### src/rtl/lisa_uart_rxfifo.sv
// Receive FIFO behind the LISA UART: drains its holding register through a
// three-state handshake and buffers bytes for the CPU, with a threshold/timeout IRQ.
module lisa_uart_rxfifo #(
  parameter int DEPTH_W = 3,
  parameter int TO_W    = 8,
  parameter int TIMEOUT = 255
) (
  input  logic               clk,
  input  logic               rst_n,
  input  logic [7:0]         uart_rx_d,
  input  logic               uart_rx_avail,
  output logic               uart_rx_rd,
  input  logic               cpu_rd,
  output logic [7:0]         cpu_d,
  output logic               cpu_avail,
  output logic [DEPTH_W:0]   count,
  input  logic [DEPTH_W:0]   thresh,
  output logic               overflow,
  input  logic               ovf_clr,
  input  logic               flush,
  output logic               irq
);

  localparam int                DEPTH    = 1 << DEPTH_W;
  localparam logic [DEPTH_W:0]  FULL_CNT = (DEPTH_W+1)'(DEPTH);
  localparam logic [TO_W-1:0]   TO_MAX   = TO_W'(TIMEOUT);
  localparam logic [TO_W-1:0]   TO_LAST  = TO_W'(TIMEOUT - 1);

  typedef enum logic [1:0] {S_IDLE, S_ACK, S_HOLD} state_e;

  state_e             state, state_nxt;
  logic [7:0]         mem [DEPTH];
  logic [DEPTH_W-1:0] wr_ptr, rd_ptr;
  logic [TO_W-1:0]    to_cnt;
  logic               to_flag;
  logic               push, pop, full, accept, ovf_set;

  // ---------------------------------------------------------------------------
  // Drain handshake
  // ---------------------------------------------------------------------------
  // NOTE: sequential state uses non-blocking (<=) so every flop samples the
  // pre-edge values regardless of process ordering.
  always_ff @(posedge clk) begin
    if (!rst_n) begin
      state      <= S_IDLE;
      uart_rx_rd <= 1'b0;
    end else begin
      state      <= state_nxt;
      uart_rx_rd <= push;
    end
  end

  // NOTE: every output of this block gets a default first, so no path can
  // leave a signal unassigned and infer a latch.
  always_comb begin
    state_nxt = state;
    push      = 1'b0;
    unique case (state)
      S_IDLE: if (uart_rx_avail) begin
                push      = 1'b1;
                state_nxt = S_ACK;
              end
      S_ACK:  state_nxt = S_HOLD;
      S_HOLD: state_nxt = S_IDLE;
      default: state_nxt = S_IDLE;
    endcase
  end

  // ---------------------------------------------------------------------------
  // FIFO storage and occupancy
  // ---------------------------------------------------------------------------
  assign cpu_avail = (count != '0);
  assign full      = (count == FULL_CNT);
  assign pop       = cpu_rd && cpu_avail;
  // A simultaneous pop frees the slot, so a push into a full FIFO still lands.
  assign accept    = push && !flush && (!full || pop);
  assign ovf_set   = push && !flush && full && !pop;
  assign cpu_d     = cpu_avail ? mem[rd_ptr] : 8'h00;

  // NOTE: the storage array has no reset; entries are only observable once
  // count says they were written, so clearing them would buy nothing.
  always_ff @(posedge clk) begin
    if (accept) mem[wr_ptr] <= uart_rx_d;
  end

  always_ff @(posedge clk) begin
    if (!rst_n || flush) begin
      wr_ptr <= '0;
      rd_ptr <= '0;
      count  <= '0;
    end else begin
      if (accept) wr_ptr <= wr_ptr + 1'b1;
      if (pop)    rd_ptr <= rd_ptr + 1'b1;
      if (accept && !pop)      count <= count + 1'b1;
      else if (pop && !accept) count <= count - 1'b1;
    end
  end

  // Set wins over clear so a drop in the clearing cycle is never lost.
  always_ff @(posedge clk) begin
    if (!rst_n)       overflow <= 1'b0;
    else if (ovf_set) overflow <= 1'b1;
    else if (ovf_clr) overflow <= 1'b0;
  end

  // ---------------------------------------------------------------------------
  // Idle timeout and interrupt
  // ---------------------------------------------------------------------------
  always_ff @(posedge clk) begin
    if (!rst_n) begin
      to_cnt  <= '0;
      to_flag <= 1'b0;
    end else if (flush || push || pop || !cpu_avail) begin
      to_cnt <= '0;
      if (flush || push || pop) to_flag <= 1'b0;
    end else if (to_cnt != TO_MAX) begin
      to_cnt <= to_cnt + 1'b1;
      if (to_cnt == TO_LAST) to_flag <= 1'b1;
    end
  end

  always_ff @(posedge clk) begin
    if (!rst_n) irq <= 1'b0;
    else        irq <= ((thresh != '0) && (count >= thresh)) || to_flag;
  end

endmodule

### config.mk
export PLATFORM = sky130hd
export DESIGN_NAME = lisa_uart_rxfifo
export DESIGN_NICKNAME = d
export VERILOG_FILES = /design/src/rtl/lisa_uart_rxfifo.sv
export SDC_FILE = /design/constraint.sdc
export NUM_CORES = 1
export LEC_CHECK = 0
export CAP_MARGIN = 15
export CORE_ASPECT_RATIO = 0.5
export CORE_MARGIN = 8
export CORE_UTILIZATION = 40
export CTS_BUF_LIST = sky130_fd_sc_hd__clkbuf_4 sky130_fd_sc_hd__clkbuf_8
export DETAILED_ROUTE_END_ITERATION = 12
export HOLD_SLACK_MARGIN = 0.08
export SYNTH_ARGS = -nofsm -noshare
export SYNTH_HDL_FRONTEND = slang
export SYNTH_SLANG_ARGS = --single-unit
### constraint.sdc
create_clock -name clk -period 3.3 [get_ports clk]
set_input_delay 0.825 -clock clk [delete_from_list [all_inputs] [get_ports clk]]
set_output_delay 0.825 -clock clk [all_outputs]
set_load 0.005 [all_outputs]
* Yosys cells after proc, flatten, opt, wreduce, memory -nomap -nowiden
Memory sizes are Yosys's and may differ from the RTL's. A register that Yosys moved wholly into a read port is not among the register bits.
Cells that the tools add are included.
W data, S select, Z words.
** Operators by class
- $add $sub $neg :: 5
- Magnitude comparators :: 1
- Eq/ne operators :: 6
- Muxes and demuxes :: 17
- Bitwise operators :: 1
- Reduce and logical (&&, ||, !) cells :: 29
** Operators by type and width (count)
- $mux W1 :: 10
- $add A8 B1 Y8 const B :: 1
- $eq A8 B8 Y1 const B :: 1
- $logic_and A1 B1 Y1 :: 8
- $mux W4 :: 2
- $mux W8 :: 1
- $ne A8 B8 Y1 const B :: 1
- $reduce_bool A2 Y1 :: 4
- $reduce_bool A4 Y1 :: 2
- $add A3 B1 Y3 const B :: 2
- $logic_not A1 Y1 :: 6
- $logic_or A1 B1 Y1 :: 6
- $mux W3 :: 2
- $add A4 B1 Y4 const B :: 1
- $eq A4 B4 Y1 const B :: 1
- $ge A4 B4 Y1 :: 1
- $ne A2 B2 Y1 const B :: 2
- $pmux W2 S2 :: 1
- $sub A4 B1 Y4 const B :: 1
- $reduce_and A3 Y1 :: 1
- $eq A2 B1 Y1 const B :: 1
- $logic_not A2 Y1 :: 1
- $mux W2 :: 1
- $reduce_or A2 Y1 :: 1
- $not A1 Y1 :: 1
** Word-level totals
- Register bits after elaboration :: 24
- Memory bits (writable) :: 64
- Input port bits :: 18
- Output and inout port bits :: 16
- Word-level logic and storage cells :: 69
- Memories kept :: 1
** Memory list
- mem :: depth 8, bits a word 8, rd ports 1, clocked after Yosys merged registers in 1, write ports 1, RTL line 32 : logic [7:0] mem [DEPTH];

* Logic depth before layout (Yosys ltp)
- Depth after elaboration :: 8
- Mapped depth :: 11
- Depth with buffers taken out :: 11

* Least setup slack after synthesis
No wires, ideal clock.
- Path kind :: input to register
- Start point :: input port uart_rx_avail
- End point :: register count[3]
- Library setup time :: 57 ps
- Arrival time :: 2783 ps
- Path slack :: 459 ps
- Stages on the path :: 11
- Path buffers :: 0
- Path through :: or3b_4 -> nor2_4 -> nand2_2 -> inv_2 -> ha_1 -> inv_1 -> ha_1 -> a21oi_1 -> a211o_1 -> a211oi_1 -> a31o_2
** On the way
- Cells in the longest elaborated chain, start to end :: 7
** RTL lines
- start: declaration :: RTL line 11 : input logic uart_rx_avail,
- $mux W1 * :: RTL line 59 : S_IDLE: if (uart_rx_avail) begin
- $mux W1 * :: RTL line 58 : unique case (state)
- $logic_and A1 B1 Y1 * (2 in series) :: RTL line 76 : assign accept = push && !flush && (!full || pop);
- via accept :: RTL line 36 : logic push, pop, full, accept, ovf_set;
- $logic_not A1 Y1 :: RTL line 95 : else if (pop && !accept) count <= count - 1'b1;
- $logic_and A1 B1 Y1 :: RTL line 95
- $reduce_bool A2 Y1 (no source line)
- end signal: assignment :: RTL line 94 : if (accept && !pop) count <= count + 1'b1;
- end signal: assignment :: RTL line 95
- end: declaration :: RTL line 16 : output logic [DEPTH_W:0] count,
The timed path passes the listed nets; every way through them passes the cells marked *.
A chain may end at the register's enable or synchronous reset.

==> impl_metrics.yaml <==
drt:
  dr.first_iter.drc_count: 117
  vias: 2184
  viasPerCell: 5.09
  wire_per_inst_um: 17.1
  dr.pass1.iters: 4
  drc: 0
  routed_wl_um: 7320
  ant_nets: 0
clock_tree:
  cts_root_buffer: "clkbuf_8"
  clockBufferDepth: 2
  post_cts_resize_count: 0
  cts.reportedPaths.clkPinSlew_ns: 0.09
  tritoncts: "done"
  cts_max_level: 3
  post_cts_buffers: 0
  cts_sinks: 91
  clk_latency_ns: 0.36
  cts_hold_buf: 0
  cts-buffers-inserted: 9
layout:
  n_antenna_cell: 0
  areaGrowthSynthToFinish_pct: 20.1
  nets: 333
  seq_area_um2: 2460
  final_area_um2: 4580
  multi_input_area_um2: 1270
  nFillCells: 783
  final_cells: 429
  drive_gt1_share_pct: 20.1
grt:
  grt-ovfl-total: 0
  grt.total_usage_pct: 11.7
  grt_pass1_vias: 2333
  antenna_found_initial: 0
  grt_max_degree: 18
  grt_pass1_wl_um: 11800
power:
  leakage_nw: 1.53
  swShare_pct: 24.1
  vdd_ir_drop_max_mv: 0.250
  seqPwrFrac_pct: 54.8
  p_int_mw: 1.73
  p_per_area_nw_per_um2: 499
  pwr-share-comb_pct: 11.6
  switching_power_mw: 0.550
  clkPwrFrac_pct: 33.6
  total_power_mw: 2.28
min_path:
  hold_start: "state[1]"
  worstHoldPathCells: 1
  worstHoldEndpoint: "state[1]"
  hold_path_class: "register to register"
sta:
  rsz0062_at_grt: "false"
  slew_viol_final: 0
  worst_pin_slew_ns: 0.628
  fin_ws_ns: 0.248
  setup_violations: 0
  slew_headroom_pct: 58.1
  period_needed_ns: 3.05
  fin_hold_ws_ns: 0.432
  max_freq_mhz: 328
  finalClockSkew_ns: 0.00934
  post-route-period-util_pct: 92.5
  finalHoldViolations: 0
worst_setup_path:
  worstPathArrival_ns: 2.23
  worstSetupPathType: "register to output pin"
  rr_worst_depth: 11
  required_ns: 2.47
  cp_max_fo: 16
  reg2reg_from: "count[0]"
  critPathCaptureType: "output pin"
  r2r_slack_ns: 0.74
  setup.worst_path.start_class: "register"
  r2r-end: "count[3]"
placement:
  dp_hpwl_um: 4870
  dp.cells: 413
  place_area_um2: 4370
  place.gp.congestion: 0.747
  place_ws_ns: -0.0178
  portBuffers: 33
floorplan:
  die_h_um: 85.0
  ios: 34
  die-area_um2: 13100
  start_util_pct: 40.7
  coreArea_um2: 9350
  rows: 25
  die_w_um: 154
synth:
  ys_types: 48
  syn_inst: 252
  postSynth.asyncResetShare_pct: 0
  ys_ff_latch: 91
  syn_nets: 282
  syn-cell-area_um2: 3810
  ys.flop_type: "edfxtp_1"
  ys_warn_count: 0
  synth_top_area_cell: "edfxtp_1"
  avgSynthCellArea_um2: 15.1
  ys_seq_area_share_pct: 64.6
  synth_edf_count: 64
  netlist.area_leader.share_pct: 50.4
  synth_area_leaders: "edfxtp_1 (50%), dfxtp_1 (14%), mux4_2 (9.5%), ha_1 (3.6%), mux2i_1 (2.9%)"
run:
  drv_cap: 0
run_status:
  outcome: "finished, final reports clean"
[cells in the final DEF (no fill, tap or decap), types with 9 or more instances in the layout]
master           netlist  final
nor2_1                27     27
mux2i_1               11     11
mux4_2                16     16
a21oi_1                9      9
edfxtp_1              64     64
clkbuf_8               0      9
buf_4                  0     15
ha_1                  11     11
dfxtp_1               27     27
clkdlybuf4s50_1        0     33
[worst max path at each step]
stage,startpoint,end,cells after the start
2_1_floorplan,uart_rx_avail,count[3],11
3_3_place_gp,uart_rx_avail,count[3],12
3_5_place_dp,uart_rx_avail,count[3],12
4_1_cts,register,cpu_d[1],5
5_1_grt,register,cpu_d[1],5
6_report,register,cpu_d[1],5
[registers in the layout, indices dropped and copies added, names as in the netlist, named ones only]
| name | count |
|---|---|
| to_cnt | 8 |
| to_flag | 1 |
| wr_ptr | 3 |
| rd_ptr | 3 |
| irq | 1 |
| count | 4 |
| overflow | 1 |
| state | 2 |
| uart_rx_rd | 1 |
| mem | 64 |
[power groups by stage]
stage,sequential (mW),combinational [mW],clock (mW)
floorplan,1.28,0.138,0
global placement,1.28,0.261,0
detailed placement,1.28,0.267,0
CTS,1.25,0.270,0.794
global route,1.26,0.293,0.839
finish,1.25,0.264,0.768
[through the flow]
| stage | util [%] | setup TNS (ns) |
|---|---|---|
| finish | 48.9 | 0 |
| CTS | 48.9 | 0 |
| global placement | 46.7 | 0 |
| detailed placement | 46.7 | -0.0178 |
| floorplan | - | 0 |
| global route | 48.9 | 0 |
[worst max-delay path, stage by stage, from the launching register on]
cell	delay (ns)
dfxtp_1	0.32
buf_4	0.31
mux4_2	0.55
mux2i_1	0.18
nor2_1	0.07
clkdlybuf4s50_1	0.44
[synthesized netlist by cell type, types with 2 or more instances]
cell type	count
a211oi_1	3
a21oi_1	9
a31oi_1	3
and3_1	2
buf_2	2
clkbuf_1	4
dfxtp_1	27
edfxtp_1	64
ha_1	11
inv_1	8
mux2i_1	11
mux4_2	16
nand2_1	6
nand2_2	2
nand2b_1	6
nand3_1	7
nand4_1	2
nor2_1	27
nor3_1	7
or2_2	2
xnor2_1	4
xor2_1	3
[logic make-up (layout without fill, tap and decap cells)]
kind of cell,count (synthesis),count (layout),share of synthesized area (%)
XOR/XNOR,8,8,2.04
buffers and inverters,18,74,2.10
adder cells (fa/ha/maj),12,12,4.14
AND/OR/NAND/NOR,73,73,10.7
multiplexers,27,27,12.3
flip-flops,91,91,64.6
AO/OA/AOI/OAI,23,23,4.04
[metal layers]
layer / track usage, % / part of all wire, % / wire [um]
met1: 14.5 / 47 / 3420
met5: 0 / 0 / 0
met2: 18.9 / 47 / 3460
met4: 4.32 / 1.0 / 74
met3: 3.90 / 5.0 / 369
[layout make-up]
cell class                      count  area share (%)
Tap cell                          121            3.31
Multi-Input combinational cell    143            27.7
Clock buffer                        9            2.71
Sequential cell                    91            53.8
Inverter                           10           0.875
Timing Repair Buffer               48            9.68
Clock inverter                      7            1.89
No activity file was read; power rests on OpenSTA's default activity.
